File: src/rtl/spram_pkg.sv
// rtl/spram_pkg.sv - shared width defaults and data-word type for the single-port RAM
package spram_pkg;

  localparam int SPRAM_DATA_W = 8;
  localparam int SPRAM_ADDR_W = 8;

  typedef logic [SPRAM_DATA_W-1:0] spram_word_t;

endpackage

File: src/rtl/single_port_ram.sv
// rtl/single_port_ram.sv - single-port RAM, write-first, registered read data
module single_port_ram
  import spram_pkg::*;
#(
  parameter int DATA_W = SPRAM_DATA_W,
  parameter int ADDR_W = SPRAM_ADDR_W,
  parameter int DEPTH  = 2**ADDR_W
) (
  input  logic              clk,
  input  logic              rst,
  input  logic              wr,
  input  logic              rd,
  input  logic [ADDR_W-1:0] addr,
  input  logic [DATA_W-1:0] d_in,
  output logic [DATA_W-1:0] d_out
);

  localparam logic [ADDR_W:0] DEPTH_L = (ADDR_W+1)'(DEPTH);

  logic [DATA_W-1:0] mem [DEPTH];
  logic              in_range;

  // Addresses past a short array are dropped on write and read back as zero.
  assign in_range = ({1'b0, addr} < DEPTH_L);

  always_ff @(posedge clk) begin
    if (rst) begin
      d_out <= '0;
    end else begin
      if (wr && in_range) begin
        mem[addr] <= d_in;
      end
      if (rd) begin
        if (!in_range) begin
          d_out <= '0;
        end else if (wr) begin
          d_out <= d_in;
        end else begin
          d_out <= mem[addr];
        end
      end
    end
  end

endmodule

File: config.mk
export PLATFORM = sky130hd
export DESIGN_NAME = single_port_ram
export DESIGN_NICKNAME = d
export VERILOG_FILES = /design/src/rtl/spram_pkg.sv /design/src/rtl/single_port_ram.sv
export SDC_FILE = /design/constraint.sdc
export NUM_CORES = 2
export LEC_CHECK = 0
export ABC_AREA = 1
export CAP_MARGIN = 20
export CORE_MARGIN = 1.5
export CORE_UTILIZATION = 25
export CTS_BUF_LIST = sky130_fd_sc_hd__clkbuf_16
export DETAILED_ROUTE_END_ITERATION = 7
export PLACE_DENSITY = 0.41
export SLEW_MARGIN = 25
export SYNTH_ARGS = -nofsm -noshare
export SYNTH_HDL_FRONTEND = slang
export SYNTH_SLANG_ARGS = --single-unit
export TNS_END_PERCENT = 5
File: constraint.sdc
create_clock -name clk -period 2.46 [get_ports clk]
set_input_delay 0.246 -clock clk [delete_from_list [all_inputs] [get_ports clk]]
set_output_delay 0.246 -clock clk [all_outputs]
set_load 0.02 [all_outputs]
==> summary.md <==
| Metric | Value |
|---|---|
| Status | `finished, final reports clean` |
| Max_cap viols | `0` |
| Initial Utilization | `around a quarter` |
| Crit path top cell by count | `nand2_1` |
| Critical path data arrival time | `3240 ps` |
| Number of unique standard cell types used by synthesis | `21` |
| First-pass GRT wire length | `slightly above 400000 µm` |
| CP max-delay cell | `clkdlybuf4s50_1` |
| Class of the worst hold path | `in -> reg` |
| CP Capture Type | `flip-flop` |
| CP peak stage delay | `700 ps` |
| LEAKAGE | `41.1 nW` |
| Buffers on Ports | `27` |
| Final nets | `roughly 8600` |
| Worst R2R Path Depth | `14` |
| Final worst-path cycle share | `98.5%` |
| DRC Markers | `0` |
| Htree depth | `4` |
| Post-DRT Antenna Nets | `0` |
| Remaining Overflow, GRT | `0` |
| Worst hold stages | `3` |
| CP max FO | `20` |
| Slew headroom | `36.4%` |
| Vias in the first global route | `57900` |
| RSZ-0062 raised after global routing | `no` |
| Final Setup Violations | `0` |
| Yosys top cell area share | `approximately 73%` |
| Boundary Pins | `28` |
| Final Slew Violations | `0` |
| TritonCTS Buffers | `237` |
| Die height | `584 µm` |
| Finished Cell Area | `105000 µm²` |
| Aggregate global-route resource usage | `16.6%` |
| CP Data Required Time | `3280 ps` |
| Cell count after synthesis | `7877` |
| First DRT Iteration DRCs | `4738` |
| CP Depth | `16` |
| Area Overhead vs Synth | `23.9%` |
| Worst-skew pair later-pin latency | `900 ps` |
| Area contributors post-synth | `edfxtp_1 (73%), nand2_1 (20%), nor2_1 (2.5%)` |
| Cells along the critical path | `clkdlybuf4s50_1 -> nand2_1 -> inv_6 -> buf_12 -> buf_12 -> o21ai_1 -> nand2_1 -> nor2_1 -> buf_4 -> nor2_1 -> nor2_1 -> nand2_1 -> nand2_1 -> nand2_1 -> o21bai_1 -> a21oi_1` |
| Setup TNS | `0 ps` |
| Top cells by count, synth | `nand2_1 (4397), edfxtp_1 (2048), nor2_1 (573)` |
| Post-Route WL | `approximately 290000 µm` |
| Mapped Nets | `7897` |
| Die width | `584 µm` |
| Sequential fraction of the synthesis area | `73.0%` |
| CTS sink count | `2056` |
| Most common cell in the netlist | `nand2_1` |
| Seq cells post-synth | `2056` |
| Startpoint type of the worst setup path | `input port` |
| Leading area contributor after synthesis | `edfxtp_1` |
| RePlAce Congestion | `0.837` |
| Area post-placement | `roughly 97000 µm²` |
| WS Path Type | `in -> reg` |
| DRT Pass-1 Iters | `6` |
| Core Box Area | `336000 µm²` |
| Clk slew on worst S/H paths | `60 ps` |
| Clock skew | `between 70 and 80 ps` |
| Final Hold Viols | `0` |
| Period minus WS final | `2420 ps` |
| Delay-heaviest family, CP | `buffers and inverters` |
| CTS Root Cell | `clkbuf_16` |
| Initial antenna violation count | `15` |
| VDD IR-drop max | `between 0.0006 and 0.0007 V` |
| Power Density | `747 nW/µm²` |
| HPWL Detailed | `186000 µm` |
| Mean Syn Cell Area | `10.7 µm²` |
| Post-synth EDFFs | `2048` |
| Predominant post-synthesis flop cell | `edfxtp_1` |
| Worst slew pin tran | `953 ps` |
| Num rows | `between 200 and 250` |
| Vias | `57800` |
| Post-synth design cell area | `84500 µm²` |
| Fmax | `413 MHz` |
| CTS tree | `built` |
| Vias/cell | `4.35` |
| Layout cells sized above 1 | `13.9%` |
| Routed wire length per instance | `21.6 µm` |
| Async SR Flop Fraction | `0%` |
| Critical path buffer and inverter count | `5` |
| Die Area | `roughly 340000 µm²` |
| Synth Warn # | `0` |
| Largest net degree at the start of global routing | `75` |
| Clock Path Buffers | `4` |
## final cells by class
type                            instances  area [µm²]
Fill cell                           34600      232000
Clock buffer                          238        5960
Clock inverter                        189        1520
Antenna cell                            6        15.0
Sequential cell                      2056       61700
Tap cell                             4515        5650
Multi-Input combinational cell       5370       20900
Inverter                               43         189
Timing Repair Buffer                  877        8780
## metal layers
metal / part of all wire, % / track usage (%) / vias up
met5: 0 / 0 / -
met4: 2.6 / 4.35 / 0
met3: 4.6 / 1.96 / 379
met2: 47 / 27.6 / 1300
met1: 46 / 22.8 / 28700
li1: - / - / 27500
## where the power goes
group	internal, mW	leakage, nW	switching (mW)
Clock	19.8	3.82	14.5
Sequential	38.6	18.5	0.0454
Combinational	1.57	18.8	3.70
## through the flow
| step | utilization [%] | hold WS (ps) | setup WS [ps] | total power [mW] | instances |
|---|---|---|---|---|---|
| detailed placement | 28.9 | 639 | -927 | 44.7 | 12900 |
| global route | 31.1 | 322 | 16.1 | 80.6 | 13300 |
| global placement | 28.9 | 659 | -952 | 44.7 | 12900 |
| floorplan | - | 345 | 204 | 41.5 | 7877 |
| CTS | 31.1 | 302 | 17.1 | 79.1 | 13300 |
| finish | 31.1 | 374 | 35.9 | 78.2 | 13300 |
## logic make-up (layout without fill, tap and decap cells)
| kind of cell | count (synthesis) | after routing | share of synthesized area, % |
|---|---|---|---|
| AND/OR/NAND/NOR | 5184 | 5184 | 23.5 |
| flip-flops | 2056 | 2056 | 73.0 |
| buffers and inverters | 451 | 1347 | 2.41 |
| AO/OA/AOI/OAI | 186 | 186 | 1.14 |
| other | 0 | 6 | 0 |
## tightest hold or removal path: stages
cell,delay (ps)
clkdlybuf4s50_1,590
buf_4,280
a21oi_1,110
## what timing repair did
| item | 4_1_cts | 5_1_grt |
|---|---|---|
| buffers inserted | 0 | 2 |
| pin swaps | 0 | 1 |
| hold buffers | 8 | 0 |
| setup endpoints to repair | 7 | 1 |
| resized for setup | 8 | 0 |
| endpoints found under the hold margin | 403 | 0 |
## cell usage in the layout, fill, tap and decap left out, types with 10 or more instances in the layout
cell type        synthesis  routed
a21oi_1                 79      79
buf_12                   0     165
buf_4                    6     677
buf_8                    0      10
bufinv_16                0      22
clkbuf_16                0     238
clkdlybuf4s50_1          0      16
clkinv_1                 0      55
clkinv_2                 0      44
clkinvlp_4               0      12
edfxtp_1              2048    2048
inv_1                   38      81
nand2_1               4397    4381
nand2_2                  1      17
nand3_1                152     152
nand4_1                 58      58
nor2_1                 573     568
o21ai_0                 10      10
o21ai_1                 83      83
## sequential cells by signal (all words and copies together), names as in the netlist
signal  count
mem      2048
d_out       8
## worst paths after layout
| kind | end | slack (ps) | from |
|---|---|---|---|
| setup / recovery | d_out[3] | 40 | addr[2] |
| hold / removal | d_out[6] | 370 | rst |
| setup reg to reg | d_out[7] | 210 | mem[99][7] |
| hold reg to reg | d_out[1] | 560 | d_out[1] |
Power figures use the tool's default switching activity.
